**src/rtl/rv32_exec_ctrl.sv**
```systemverilog
`default_nettype none
// ============================================================================
// Module   : rv32_exec_ctrl
// Purpose  : Single-cycle RV32I execute/control slice. Holds the program
//            counter, decodes the current instruction into datapath control
//            signals, performs the ALU operation, computes PC+4 and the
//            branch/jump target, and selects the next PC.
// Revision : 1.0 - initial release
// ----------------------------------------------------------------------------
// Ports:
//   clk         in   1   rising-edge clock for the PC register
//   rst         in   1   synchronous active-high reset (pc <= 0)
//   instr       in  32   current instruction (addressed by pc)
//   rd1         in  32   register read data 1 (ALU operand A)
//   rd2         in  32   register read data 2
//   imm_ext     in  32   sign-extended immediate
//   pc          out 32   current program counter
//   pc_plus4    out 32   pc + 4
//   pc_target   out 32   pc + imm_ext
//   alu_result  out 32   ALU output
//   zero        out  1   alu_result == 0
//   pc_src      out  1   next-PC select (1 = pc_target)
//   reg_write   out  1   register-file write enable
//   imm_src     out  2   immediate format: 00 I, 01 S, 10 B, 11 J
//   alu_src     out  1   ALU operand B select (1 = imm_ext)
//   alu_control out  3   ALU operation code
//   mem_write   out  1   data-memory write enable
//   result_src  out  2   writeback select: 00 ALU, 01 mem, 10 PC+4
// ============================================================================
module rv32_exec_ctrl (
  input  logic        clk,
  input  logic        rst,
  input  logic [31:0] instr,
  input  logic [31:0] rd1,
  input  logic [31:0] rd2,
  input  logic [31:0] imm_ext,
  output logic [31:0] pc,
  output logic [31:0] pc_plus4,
  output logic [31:0] pc_target,
  output logic [31:0] alu_result,
  output logic        zero,
  output logic        pc_src,
  output logic        reg_write,
  output logic [1:0]  imm_src,
  output logic        alu_src,
  output logic [2:0]  alu_control,
  output logic        mem_write,
  output logic [1:0]  result_src
);

  // Opcodes recognised by the main decoder
  localparam logic [6:0] OP_LW    = 7'b0000011;
  localparam logic [6:0] OP_SW    = 7'b0100011;
  localparam logic [6:0] OP_RTYPE = 7'b0110011;
  localparam logic [6:0] OP_BEQ   = 7'b1100011;
  localparam logic [6:0] OP_IALU  = 7'b0010011;
  localparam logic [6:0] OP_JAL   = 7'b1101111;

  // ALU operation codes
  localparam logic [2:0] ALU_ADD = 3'b000;
  localparam logic [2:0] ALU_SUB = 3'b001;
  localparam logic [2:0] ALU_AND = 3'b010;
  localparam logic [2:0] ALU_OR  = 3'b011;
  localparam logic [2:0] ALU_SLT = 3'b101;

  // Decoder class handed from the main decoder to the ALU decoder
  localparam logic [1:0] AOP_ADD  = 2'b00;
  localparam logic [1:0] AOP_SUB  = 2'b01;
  localparam logic [1:0] AOP_FUNC = 2'b10;

  logic [6:0]  op;
  logic [2:0]  funct3;
  logic        op5;
  logic        f7_5;
  logic        branch;
  logic        jump;
  logic [1:0]  alu_op;
  logic [31:0] src_b;
  logic [31:0] pc_next;

  // Instruction bits this slice never looks at (register indices, upper
  // immediate bits); gathered here so they are visibly intentional.
  logic unused_instr_bits;
  assign unused_instr_bits = ^{instr[31], instr[29:15], instr[11:7]};

  assign op     = instr[6:0];
  assign funct3 = instr[14:12];
  assign op5    = instr[5];
  assign f7_5   = instr[30];

  // --------------------------------------------------------------------------
  // Main decoder. Unknown opcodes fall through with everything 0, which
  // gives no register write, no store and a sequential PC.
  // --------------------------------------------------------------------------
  always_comb begin
    reg_write  = 1'b0;
    imm_src    = 2'b00;
    alu_src    = 1'b0;
    mem_write  = 1'b0;
    result_src = 2'b00;
    branch     = 1'b0;
    alu_op     = AOP_ADD;
    jump       = 1'b0;
    unique case (op)
      OP_LW: begin
        reg_write  = 1'b1;
        alu_src    = 1'b1;
        result_src = 2'b01;
      end
      OP_SW: begin
        imm_src   = 2'b01;
        alu_src   = 1'b1;
        mem_write = 1'b1;
      end
      OP_RTYPE: begin
        reg_write = 1'b1;
        alu_op    = AOP_FUNC;
      end
      OP_BEQ: begin
        imm_src = 2'b10;
        branch  = 1'b1;
        alu_op  = AOP_SUB;
      end
      OP_IALU: begin
        reg_write = 1'b1;
        alu_src   = 1'b1;
        alu_op    = AOP_FUNC;
      end
      OP_JAL: begin
        reg_write  = 1'b1;
        imm_src    = 2'b11;
        result_src = 2'b10;
        jump       = 1'b1;
      end
      default: ;
    endcase
  end

  // --------------------------------------------------------------------------
  // ALU decoder. Subtract for funct3 000 requires op5 so that addi (op5 = 0)
  // is never mistaken for sub even when its immediate has bit 30 set.
  // --------------------------------------------------------------------------
  always_comb begin
    alu_control = ALU_ADD;
    case (alu_op)
      AOP_SUB:  alu_control = ALU_SUB;
      AOP_FUNC: begin
        case (funct3)
          3'b000:  alu_control = (op5 & f7_5) ? ALU_SUB : ALU_ADD;
          3'b010:  alu_control = ALU_SLT;
          3'b110:  alu_control = ALU_OR;
          3'b111:  alu_control = ALU_AND;
          default: alu_control = ALU_ADD;
        endcase
      end
      default:  alu_control = ALU_ADD;
    endcase
  end

  // --------------------------------------------------------------------------
  // ALU
  // --------------------------------------------------------------------------
  assign src_b = alu_src ? imm_ext : rd2;

  always_comb begin
    alu_result = 32'd0;
    case (alu_control)
      ALU_ADD: alu_result = rd1 + src_b;
      ALU_SUB: alu_result = rd1 - src_b;
      ALU_AND: alu_result = rd1 & src_b;
      ALU_OR:  alu_result = rd1 | src_b;
      ALU_SLT: alu_result = {31'd0, ($signed(rd1) < $signed(src_b))};
      default: alu_result = 32'd0;
    endcase
  end

  assign zero = (alu_result == 32'd0);

  // --------------------------------------------------------------------------
  // PC adders and next-PC selection (both adders wrap modulo 2^32)
  // --------------------------------------------------------------------------
  assign pc_plus4  = pc + 32'd4;
  assign pc_target = pc + imm_ext;
  assign pc_src    = (branch & zero) | jump;
  assign pc_next   = pc_src ? pc_target : pc_plus4;

  // Reset wins over any pending branch/jump; no asynchronous path.
  always_ff @(posedge clk) begin
    if (rst) begin
      pc <= 32'd0;
    end else begin
      pc <= pc_next;
    end
  end

endmodule
`default_nettype wire

```
**config.mk**
```make
export PLATFORM = sky130hd
export DESIGN_NAME = rv32_exec_ctrl
export DESIGN_NICKNAME = d
export VERILOG_FILES = /design/src/rtl/rv32_exec_ctrl.sv
export SDC_FILE = /design/constraint.sdc
export NUM_CORES = 1
export LEC_CHECK = 0
export BUFFER_PORTS_ARGS = -buffer_cell sky130_fd_sc_hd__buf_2
export CAP_MARGIN = 20
export CORE_AREA = 4 4 164 126
export DETAILED_ROUTE_END_ITERATION = 10
export DIE_AREA = 0 0 168 130
export PLACE_DENSITY = 0.77
export REMOVE_ABC_BUFFERS = 1
export SLEW_MARGIN = 10
export SYNTH_ARGS = -nofsm -noshare
export SYNTH_HDL_FRONTEND = slang
export SYNTH_SLANG_ARGS = --single-unit
```
**constraint.sdc**
```tcl
create_clock -name clk -period 20.8 [get_ports clk]
set_input_delay 4.16 -clock clk [delete_from_list [all_inputs] [get_ports clk]]
set_output_delay 4.16 -clock clk [all_outputs]
set_load 0.02 [all_outputs]
```
### Word level (Yosys, flattened, before mapping)

Index checks and enable logic that the tools add are counted.

| storage, ports and cells | value |
|---|---|
| flip-flop bits (word level) | 32 |
| word-level logic and storage cells | 46 |

| cells by class | value |
|---|---|
| add/subtract/negate cells | 4 |
| $lt $le $gt $ge | 1 |
| equal/unequal tests | 15 |
| mux-type cells | 14 |
| bitwise gates (word level) | 5 |
| reductions and logical operators | 6 |

Operator list:

| cell | number |
|---|---|
| 32-bit case mux with 5 select lines | 1 |
| 32-bit adder | 2 |
| 32-bit two-way mux | 2 |
| 32-bit by 3-bit adder with 32-bit output, second input constant | 1 |
| 32-bit bitwise AND | 1 |
| 32-bit zero test | 1 |
| 32-bit less-than comparator | 1 |
| 32-bit bitwise OR | 1 |
| 32-bit subtractor | 1 |
| 7-bit by 6-bit == test with 1-bit output, second input constant | 2 |
| 7-bit == test, second input constant | 2 |
| 3-bit case mux with 4 select lines | 1 |
| 3-bit by 2-bit == test with 1-bit output, second input constant | 3 |
| 3-bit == test, second input constant | 3 |
| 2-bit case mux with 2 select lines | 2 |
| 7-bit by 2-bit == test with 1-bit output, second input constant | 1 |
| 7-bit by 5-bit == test with 1-bit output, second input constant | 1 |
| 3-bit zero test | 2 |
| 1-bit two-way mux | 6 |
| 2-bit case mux with 3 select lines | 1 |
| 3-bit case mux with 2 select lines | 1 |
| 4-bit OR reduction | 1 |
| 3-bit by 1-bit == test with 1-bit output, second input constant | 1 |
| 3-bit OR reduction | 1 |
| other kinds (5) | 6 |

### Longest topological paths before layout

Gate-level depths: netlist of the first run.

| depth | value |
|---|---|
| depth after elaboration | 11 |
| depth in mapped cells | 25 |
| gate-level depth less buffers | 21 |

### Least setup slack after synthesis of the first run

No wires, ideal clock.

| path | value |
|---|---|
| kind | input-to-output |
| start | input instr[3] |
| end | output zero |
| arrival | 8.793 ns |
| data required time | 16.640 ns |
| slack | 7.847 ns |
| stages | 20 |
| cell sequence | nor4_1 -> nand2_1 -> inv_1 -> buf_1 -> nand2_1 -> nand2_1 -> inv_1 -> ha_1 -> buf_2 -> or4_1 -> a2111oi_0 -> nor4b_1 -> a211o_1 -> or3_1 -> a2111oi_0 -> nand4_1 -> nand4b_4 -> buf_2 -> buf_6 -> inv_1 |

RTL lines:

| element | line | text |
|---|---|---|
| start, declared | 33 | `input logic [31:0] instr,` |
| 7-bit by 5-bit == test with 1-bit output, or another cell as far along | 104 | `unique case (op)` |
| 3-bit OR reduction (no line) (*) | n/a |  |
| 1-bit two-way mux (*) | 104 |  |
| named net alu_src | 45 | `output logic alu_src,` |
| 32-bit two-way mux (*) | 163 | `assign src_b = alu_src ? imm_ext : rd2;` |
| 32-bit subtractor, or another cell as far along | 169 | `ALU_SUB: alu_result = rd1 - src_b;` |
| 32-bit case mux with 5 select lines (*) | 167 | `case (alu_control)` |
| named net alu_result[17] | 40 | `output logic [31:0] alu_result,` |
| 32-bit zero test (*) | 177 | `assign zero = (alu_result == 32'd0);` |
| end, declared | 41 | `output logic zero,` |

Mark *: on every way through the listed nets, which the timed path passes. The rest lies on a longest branch.

### Worst setup path in the final report of the first run

| path | value |
|---|---|
| start | input instr[3] |
| end | output pc_src |

| between the ends | value |
|---|---|
| word-level cells in the longest chain between the ends | 10 |

RTL lines:

| element | line | text |
|---|---|---|
| branches (longest 9 deep; another with 32-bit subtractor) | n/a |  |
| 1-bit bitwise OR (*) | 184 | `assign pc_src = (branch & zero) \| jump;` |
| end, declared | 42 | `output logic pc_src,` |

Mark *: on every way between the ends.

==> results.md, run 1 <==
- Status: complete, no violations
- Fmax: between 60 and 70 MHz
- Vias: 11607
- Initial Utilization: 0.493
- CTS tree: built
- Yosys top cell by area: ha_1
- Worst-skew pair later-pin latency: approximately 0.29 ns
- Post-CTS Setup Inserts: 0
- CP Launch Type: primary input
- Initial antenna violation count: 1
- Setup Skew: between 0.008 and 0.009 ns
- CTS buffer count: 5
- Mapped Avg Cell Area: between 6 and 7 um^2
- Cells after Synth: roughly 1400
- Vias per cell: 6.32
- DR DRC count: 0
- CP required: about 17 ns
- Die Area: 0.0218 mm^2
- Final Wtd Congestion: 1.01
- Largest net degree at the start of global routing: 72
- Leak: 0.00558 uW
- Slew @ Worst Pin: approximately 1.1 ns
- Max-Cap Viols: 0
- Layout Utilization: 0.569
- Final-report hold violation count: 0
- Clock network fraction of total power: 0.187
- Type of element capturing the critical path: primary output
- HP Class: flop to flop
- All-Layer GR Usage: 0.316
- Fillers: about 1900
- CTS sink count: 32
- Setup violators final: 0
- R2r endpoint: pc[31]
- Largest Register: pc
- Net Switching: approximately 190 uW
- Row Count: 44
- Drt total wl: about 37000 um
- Layout cell share with drive strength beyond 1: 0.189
- H-tree depth: 2
- Reg-to-reg slack, setup: 17.16 ns
- Post-CTS sizing: 0
- Area Overhead vs Synth: 15.4%
- # IOs: 270
- RSZ-0062 raised after global routing: no
- Hold Crit Endpoint: pc[0]
- Relative slew slack: 0.258
- EDFF count, synth: 0
- Peak supply drop: between 20 and 30 uV
- Die width: approximately 170 um
- Setup TNS Final: 0 ns
- Post-DP HPWL: between 20000 and 30000 um
- Antenna Cells: 0
- Yosys warns: 0
- Nets@finish: roughly 1900
- Max Slew Vio Count: 0
- Sequential Power Share: 0.165
- Most frequent cells in the layout: buf_2, nand2_1, ha_1, inv_1, a21oi_1
- Sw Ratio: 0.500
- Reg clk slew, reported paths: around 0.050 ns
- Reg-to-Reg Start: pc[1]
- Commonest non-fill, non-tap cell in the layout: buf_2
- Tmin final: 15.50 ns
- FF+latch count, synth: 32
- Root buf cell: clkbuf_16
- Worst Path Arrival: 11.34 ns
- Max FFs per register: 32
- Routed len/inst: around 20 um
- Main synth FF type: dfxtp_1
- Sequential fraction of the synthesis area: 0.0681
- Final Cycle Share: 0.745
- Reg2reg path depth: 13
- Routed Antenna Nets: 0
- GR Overflow Total: 0
- CTS max path bufs: 2
- Comb pwr share: 0.648
- I/O Buffers: 248
- Share of the synthesized area in the top cell type: 0.186
- Cell Pwr Density: around 35 mW/mm^2
- HP Start: pc[0]
- Cell-internal power: between 150 and 200 uW
- Asr flop ratio synth: 0
- Global-route wire length before repair: approximately 56000 um
- Number of global-route vias before repair: ~10000
- CTS Hold Bufs: 0
- DRT iter0 DRCs: between 1000 and 1500
- DRT Pass-1 Iters: 7
- Die H: between 100 and 150 um
- Mapped cell area: 0.00941 mm^2
- Core area: 0.0191 mm^2
- Crit path kind: primary input to primary output
- Crit Path Max Fanout: 24
- Post-synthesis cell type count: 80
- Synth top area cells: ha_1, nand2_1, dfxtp_1
- Biggest regs: pc: 32 flops
- Hold path cells: 2
kinds of logic (layout without fill, tap and decap cells):
group,after synthesis,after routing,synth area share
AND/OR/NAND/NOR,491,491,0.251
AO/OA/AOI/OAI,440,440,0.317
flip-flops,32,32,0.0681
buffers and inverters,192,388,0.0836
multiplexers,19,19,0.0205
adder cells (fa/ha/maj),143,143,0.193
XOR/XNOR,72,72,0.0670
Yosys cell counts, drive strengths merged (17+ instances only):
library cell    n
nand2         200
ha            140
a21oi         126
inv           123
nor2           83
o21ai          77
o211ai         50
xnor2          50
nand3          42
clkbuf         39
a21o           34
dfxtp          32
buf            29
nor3           24
nand4          22
xor2           22
a211oi         21
mux2i          17
o21bai         17
metal layers:
metal / part of all wire / track usage / wire length (um) / vias to the layer above
li1: - / - / - / 5407
met1: 0.45 / 0.463 / 16600 / 5422
met3: 0.11 / 0.0648 / 4220 / 81
met5: 0.00019 / 0 / 7 / -
met2: 0.41 / 0.470 / 15000 / 695
met4: 0.031 / 0.0844 / 1130 / 2
worst max-delay path, cell delays in order:
cell and delay (ns):
buf_2 0.11, nor4_1 0.44, nand2_1 0.20, inv_1 0.27, buf_4 0.36, nand2_1 0.09
nand2_1 0.13, inv_1 0.09, ha_1 0.44, a21oi_1 0.25, o22ai_1 0.16, o41ai_1 0.83
nand2_1 0.15, xnor2_1 0.17, o221ai_1 0.24, a2111o_1 0.48, nor4_1 0.79, nand4_1 0.33
nand4b_4 0.52, o21ai_4 0.77, buf_2 0.29
through the flow:
stage / std cells / cell area [um^2] / power, uW / hold WS, ns / setup WS (ns)
finish: 1838 / 10900 / 384 / 0.544 / 5.30
CTS: 1838 / 10900 / 378 / 0.543 / 5.58
detailed placement: 1831 / 10700 / 306 / 0.532 / 5.59
global placement: 1831 / 10700 / 304 / 0.519 / 5.67
global route: 1838 / 10900 / 407 / 0.586 / 5.03
floorplan: 1321 / 9090 / 226 / 0.695 / 6.74
final cells by class:
cell class                      instances  area (um^2)  area share
Clock inverter                          1         5.00    0.000461
Timing Repair Buffer                  257         1310       0.121
Tap cell                              253          317      0.0291
Clock buffer                            6          129      0.0119
Sequential cell                        32          641      0.0590
Multi-Input combinational cell       1165         8000       0.736
Inverter                              124          465      0.0429
power by group through the flow:
stage / clock (uW) / combinational [uW] / sequential, uW
3_5_place_dp: 0 / 241 / 64.7
6_report: 71.9 / 249 / 63.5
5_1_grt: 75.0 / 269 / 63.6
4_1_cts: 71.8 / 243 / 63.4
3_3_place_gp: 0 / 239 / 64.7
2_1_floorplan: 0 / 161 / 65.3
how the worst max path moves through the flow:
stage / cells after the start / slack, ns / end / from
2_1_floorplan: 15 / 6.74 / pc_src / instr[5]
3_3_place_gp: 22 / 5.67 / pc_src / instr[3]
3_5_place_dp: 22 / 5.59 / pc_src / instr[3]
4_1_cts: 22 / 5.58 / pc_src / instr[3]
5_1_grt: 21 / 5.03 / pc_src / instr[3]
6_report: 21 / 5.30 / pc_src / instr[3]
Power figures use the tool's default switching activity.
==> run 2, diff against run 1 <==
==> constraint.sdc (replaced) <==
create_clock -name clk -period 14.6 [get_ports clk]
set_input_delay 2.92 -clock clk [delete_from_list [all_inputs] [get_ports clk]]
set_output_delay 2.92 -clock clk [all_outputs]
set_load 0.02 [all_outputs]
==> run 2 against run 1 <==
Compared with the run above:
- sequential share of layout area is essentially flat
- final cell count grew 0.16%
- core utilization grew 0.33 points
- critical path depth grew 3
- non-clock buffer count grew 2
- first-iteration DRC count grew 9.4%
- flip-flop and latch count is the same
- clock skew shrank 0.0015 ns
- cell area grew 0.59%
- register-to-register slack lost 6.1 ns
- global-route usage grew 0.68 points
- highest routed layer is now met4
==> results.md, run 2 (same netlist as run 1, synthesis figures left out) <==
- Commonest non-fill, non-tap cell in the layout: buf_2
- HP Start: pc[0]
- Max Slew Vio Count: 0
- Hold Crit Endpoint: pc[0]
- Crit path kind: primary input to primary output
- Global-route wire length before repair: around 57000 um
- CTS Hold Bufs: 0
- Cell-internal power: around 300 uW
- Most frequent cells in the layout: buf_2, nand2_1, ha_1, inv_1, a21oi_1
- Comb pwr share: 0.615
- Clock network fraction of total power: 0.229
- Reg-to-Reg Start: pc[1]
- Worst Path Arrival: between 9 and 10 ns
- Status: complete, no violations
- Net Switching: roughly 280 uW
- Largest net degree at the start of global routing: 58
- DRT iter0 DRCs: 1332
- Layout cell share with drive strength beyond 1: 0.191
- Initial antenna violation count: 0
- Core area: 0.0191 mm^2
- H-tree depth: 2
- Final-report hold violation count: 0
- HP Class: flop to flop
- Nets@finish: around 1900
- Routed len/inst: between 20 and 25 um
- CP required: ~12 ns
- Reg2reg path depth: 13
- CTS buffer count: 5
- CTS max path bufs: 2
- Reg clk slew, reported paths: ~0.050 ns
- Sw Ratio: 0.480
- Post-CTS Setup Inserts: 0
- Worst hold slack: around 0.54 ns
- Root buf cell: clkbuf_16
- R2r endpoint: pc[31]
- Row Count: between 40 and 50
- # IOs: 270
- Max FFs per register: 32
- Max-Cap Viols: 0
- Vias per cell: 6.27
- CTS tree: built
- RSZ-0062 raised after global routing: no
- DR DRC count: 0
- Post-DP HPWL: ~30000 um
- Setup Skew: between 0.006 and 0.007 ns
- Tmin final: 12.17 ns
- Initial Utilization: 0.493
- Leak: 0.00561 uW
- CTS sink count: 32
- Routed Antenna Nets: 0
- Final Wtd Congestion: 0.988
- Hold path cells: 2
- DRT Pass-1 Iters: 6
- Die Area: between 0.02 and 0.025 mm^2
- Fmax: 82.2 MHz
- Worst setup margin: about 2.4 ns
- Final Cycle Share: 0.833
- Vias: between 10000 and 15000
- Setup violators final: 0
- Relative slew slack: 0.302
- I/O Buffers: around 250
- Type of element capturing the critical path: primary output
- Biggest regs: pc: 32 flops
- Reg-to-reg slack, setup: about 11 ns
- All-Layer GR Usage: 0.322
- Number of global-route vias before repair: just over 10000
- Die width: between 150 and 200 um
- Peak supply drop: between 50 and 60 uV
- CP Launch Type: primary input
- Cell Pwr Density: 53.0 mW/mm^2
- Slew @ Worst Pin: between 1 and 1.5 ns
- Pre-CTS setup slack: about 2.7 ns
- Sequential Power Share: 0.156
- Post-CTS sizing: 0
- GR Overflow Total: 0
- Setup TNS Final: 0 ns
- Crit Path Max Fanout: 32
- Largest Register: pc
- Antenna Cells: 0
- Drt total wl: between 30000 and 40000 um
- Worst-skew pair later-pin latency: 0.28 ns
- Area Overhead vs Synth: 16.1%
- Die H: ~130 um
## run 2: final cells by class
type | count | area (um^2)
clock inverter | 1 | 30.0
sequential | 32 | 641
multi-input combinational | 1165 | 8000
tap | 253 | 317
timing repair buffer | 259 | 1320
clock buffer | 7 | 153
fill | 1876 | 8180
inverter | 124 | 465
## run 2: power by group through the flow
stage / combinational (uW) / sequential [uW] / clock (uW)
2_1_floorplan: 229 / 93.0 / 0
3_3_place_gp: 343 / 92.2 / 0
3_5_place_dp: 345 / 92.1 / 0
4_1_cts: 347 / 90.3 / 132
5_1_grt: 384 / 90.5 / 139
6_report: 356 / 90.3 / 133
## run 2: stage by stage
step / area (um^2) / std cells / total power (uW) / utilization
6_report: 10900 / 1841 / 579 / 0.572
5_1_grt: 10900 / 1841 / 613 / 0.572
4_1_cts: 10900 / 1841 / 570 / 0.572
3_5_place_dp: 10700 / 1833 / 437 / 0.562
3_3_place_gp: 10700 / 1833 / 435 / 0.562
2_1_floorplan: 9090 / 1321 / 322 / -
## run 2: worst max path at each step
stage / startpoint / to / slack, ns / cells after the start
floorplan: instr[5] / pc_src / 3.02 / 15
global placement: instr[3] / pc_src / 2.69 / 24
detailed placement: instr[3] / pc_src / 2.66 / 24
CTS: instr[3] / pc_src / 2.65 / 24
global route: instr[3] / pc_src / 2.09 / 23
finish: instr[3] / pc_src / 2.43 / 24
## run 2: critical path, cell delays in order
cell and delay, ns:
buf_2 0.12, nor4_1 0.46, nand2_1 0.13, inv_1 0.07
buf_4 0.37, nand2_1 0.10, nand2_1 0.12, ha_1 0.19
inv_1 0.06, fa_1 0.37, nor2b_1 0.15, o211ai_1 0.34
a211oi_1 0.14, nor3_1 0.64, xnor2_1 0.19, o221ai_1 0.20
a2111o_1 0.44, nor4_1 0.69, nand4_1 0.36, nand4b_4 0.27
buf_4 0.24, o21ai_4 0.14, buf_4 0.31, buf_2 0.23
## run 2: layer usage
layer | global-route usage | wire (um) | vias to the layer above
li1 | - | - | 5411
met1 | 0.483 | 16700 | 5344
met2 | 0.479 | 15500 | 734
met3 | 0.0690 | 4570 | 62
met4 | 0.0592 | 735 | 0
met5 | 0 | 0 | -
==> run 3, diff against run 2 <==
--- a/config.mk
+++ b/config.mk
@@ -5,11 +5,12 @@
 export SDC_FILE = /design/constraint.sdc
 export NUM_CORES = 1
 export LEC_CHECK = 0
+export ABC_AREA = 1
 export BUFFER_PORTS_ARGS = -buffer_cell sky130_fd_sc_hd__buf_2
 export CAP_MARGIN = 20
-export CORE_AREA = 4 4 164 126
+export CORE_AREA = 4 4 179 137
 export DETAILED_ROUTE_END_ITERATION = 10
-export DIE_AREA = 0 0 168 130
+export DIE_AREA = 0 0 183 141
 export PLACE_DENSITY = 0.77
 export REMOVE_ABC_BUFFERS = 1
 export SLEW_MARGIN = 10
==> constraint.sdc (replaced) <==
create_clock -name clk -period 11.07 [get_ports clk]
set_input_delay 2.214 -clock clk [delete_from_list [all_inputs] [get_ports clk]]
set_output_delay 2.214 -clock clk [all_outputs]
set_load 0.02 [all_outputs]
==> run 3 against run 2 <==
Compared with the run above:
- sequential share of layout area decreased by 0.82 points
- hold slack improved by 0.042 ns
- sequential power is 33% higher
- first-iteration DRC count decreased by 14%
- clock skew is 0.0027 ns lower
- largest power group unchanged
==> results.md, run 3 <==
- Status: complete, no violations
- Setup Skew: between 0.004 and 0.005 ns
- Inst Count DP: ~2600
- Biggest regs: pc: 32 flops
- Root buf cell: clkbuf_16
- Mapped Avg Cell Area: roughly 5.4 um^2
- Final-report hold violation count: 0
- FF+latch count, synth: 32
- Max-Cap Viols: 0
- GR Overflow Total: 0
- CTS buffer count: 5
- I/O Buffers: roughly 250
- Die width: ~180 um
- DRT Pass-1 Iters: 6
- Tmin final: about 9.5 ns
- Final Cycle Share: 0.857
- Routed len/inst: between 15 and 20 um
- Crit Path Max Fanout: between 60 and 70
- Slew @ Worst Pin: about 1.0 ns
- CTS Hold Bufs: 0
- Number of global-route vias before repair: between 10000 and 15000
- CP Launch Type: primary input
- Layout Cells excl Fill: 2596
- Leak: about 0.008 uW
- Largest net degree at the start of global routing: 65
- Setup TNS Final: 0 ns
- Worst-skew pair later-pin latency: 0.28 ns
- Yosys warns: 0
- Peak supply drop: 76.0 uV
- Crit path kind: primary input to primary output
- DR DRC count: 0
- CTS sink count: 32
- CP required: between 8 and 9 ns
- CTS tree: built
- Nets@finish: ~2600
- Row Count: 48
- Cells after Synth: ~2100
- Commonest non-fill, non-tap cell in the layout: nand2_1
- Mapped cell area: ~0.011 mm^2
- Type of element capturing the critical path: primary output
- EDFF count, synth: 0
- Post-CTS sizing: 0
- Area Overhead vs Synth: 13.0%
- Post-CTS Setup Inserts: 0
- Fmax: 105 MHz
- Post-synthesis cell type count: 50
- Relative slew slack: 0.325
- Cell Pwr Density: slightly above 60 mW/mm^2
- Layout cell share with drive strength beyond 1: 0.162
- Setup violators final: 0
- # IOs: 270
- List of most frequent post-synthesis cells: nand2_1, inv_1, nand3_1, nor2_1, ha_1
- Routed Antenna Nets: 0
- Global-route wire length before repair: 65100 um
- HP Class: flop to flop
- Yosys top cell by area: nand2_1
- Sequential fraction of the synthesis area: 0.0570
- All-Layer GR Usage: 0.311
- DRT iter0 DRCs: between 1000 and 1500
- Initial Utilization: 0.493
- Die Area: roughly 0.026 mm^2
- Max Slew Vio Count: 0
- Pwr Total: approximately 790 uW
- Most frequent cells in the layout: nand2_1, inv_1, buf_2, nand3_1, nor2_1
- CTS max path bufs: 2
- Post-DP HPWL: 35600 um
- Worst Path Arrival: ~7.3 ns
- Most numerous cell in the Yosys netlist: nand2_1
- Core area: around 0.023 mm^2
- Reg clk slew, reported paths: roughly 0.050 ns
- Share of the synthesized area in the top cell type: 0.203
- Final Wtd Congestion: 0.999
- Layout Utilization: 0.557
- Drt total wl: about 41000 um
- Synth top area cells: nand2_1, ha_1, inv_1
- Max FFs per register: 32
- Largest Register: pc
- RSZ-0062 raised after global routing: no
- Die H: about 140 um
- Worst hold slack: 0.585 ns
- H-tree depth: 2
- Initial antenna violation count: 3
- Vias: 13531
- Vias per cell: ~5.2
- Main synth FF type: dfxtp_1
- Asr flop ratio synth: 0
[run 3: changes by cell type after synthesis, moves of 17 or more]
cell / previous run / this run
nand2_1: 200 / 608
inv_1: 121 / 449
nand3_1: 42 / 176
nor2_1: 82 / 173
o211ai_1: 50 / 1
nor2_2: 1 / 47
a21oi_1: 118 / 75
xnor2_1: 50 / 13
a21o_1: 34 / 5
xor2_1: 22 / 48
clkbuf_1: 39 / 14
a211oi_1: 21 / 1
mux2i_1: 17 / 0
o21ai_1: 22 / 5
[run 3: where the power goes]
group / internal [uW] / total, uW / switching [uW]
logic: 166 / 533 / 368
clock network: 88.5 / 138 / 49.9
registers: 117 / 120 / 2.93
total: 371 / 792 / 420
[run 3: critical path, cell delays in order]
cell,delay [ns]
buf_2,0.11
nor3_1,0.26
nand2_1,0.16
a21oi_1,0.20
clkinv_1,0.08
buf_4,0.28
o21ai_0,0.73
inv_1,0.22
ha_1,0.37
nor2_1,0.15
nand2_1,0.06
nand3_1,0.15
nand2_1,0.08
nand2_1,0.14
nand2_1,0.09
nand2_1,0.11
nand2_1,0.05
nand3_1,0.08
nand3b_1,0.19
nor2_1,0.15
nand3_1,0.21
nor2_4,0.23
nand4_4,0.44
nand2_1,0.26
buf_2,0.22
[run 3: kinds of logic (layout without fill, tap and decap cells)]
| logic type | after synthesis | after routing | synth area share |
|---|---|---|---|
| AO/OA/AOI/OAI | 191 | 191 | 0.0941 |
| AND/OR/NAND/NOR | 1142 | 1142 | 0.454 |
| other | 0 | 1 | 0 |
| adder cells (fa/ha/maj) | 143 | 143 | 0.161 |
| XOR/XNOR | 61 | 61 | 0.0475 |
| flip-flops | 32 | 32 | 0.0570 |
| buffers and inverters | 523 | 726 | 0.186 |
[run 3: stage by stage]
| stage | worst slack, ns | cell area, um^2 |
|---|---|---|
| after floorplan | 1.82 | 10900 |
| after global placement | 1.78 | 12500 |
| after detailed placement | 1.70 | 12500 |
| after CTS | 1.69 | 12700 |
| after global routing | 1.14 | 12700 |
| final | 1.58 | 12700 |
[run 3: path summary, 6_finish.rpt]
path         startpoint  endpoint  slack [ns]  depth (start not counted)
max            instr[3]    pc_src        1.58                         25
min               pc[0]     pc[0]        0.58                          4
max reg2reg       pc[0]    pc[22]        7.81                         14
min reg2reg       pc[0]     pc[0]        0.58                          4
[run 3: layout make-up]
class | instances | area, um^2
Tap cell | 300 | 375
Timing Repair Buffer | 250 | 1280
Clock inverter | 2 | 10.0
Fill cell | 2469 | 10100
Inverter | 468 | 1760
Multi-Input combinational cell | 1537 | 8510
Sequential cell | 32 | 641
Antenna cell | 1 | 2.50
Clock buffer | 6 | 139
[run 3: layer usage]
metal,track usage,share of wire,vias up
met2,0.498,0.43,556
met5,0,0.00054,-
li1,-,-,6830
met4,0.0576,0.016,4
met1,0.442,0.45,6097
met3,0.0539,0.10,44
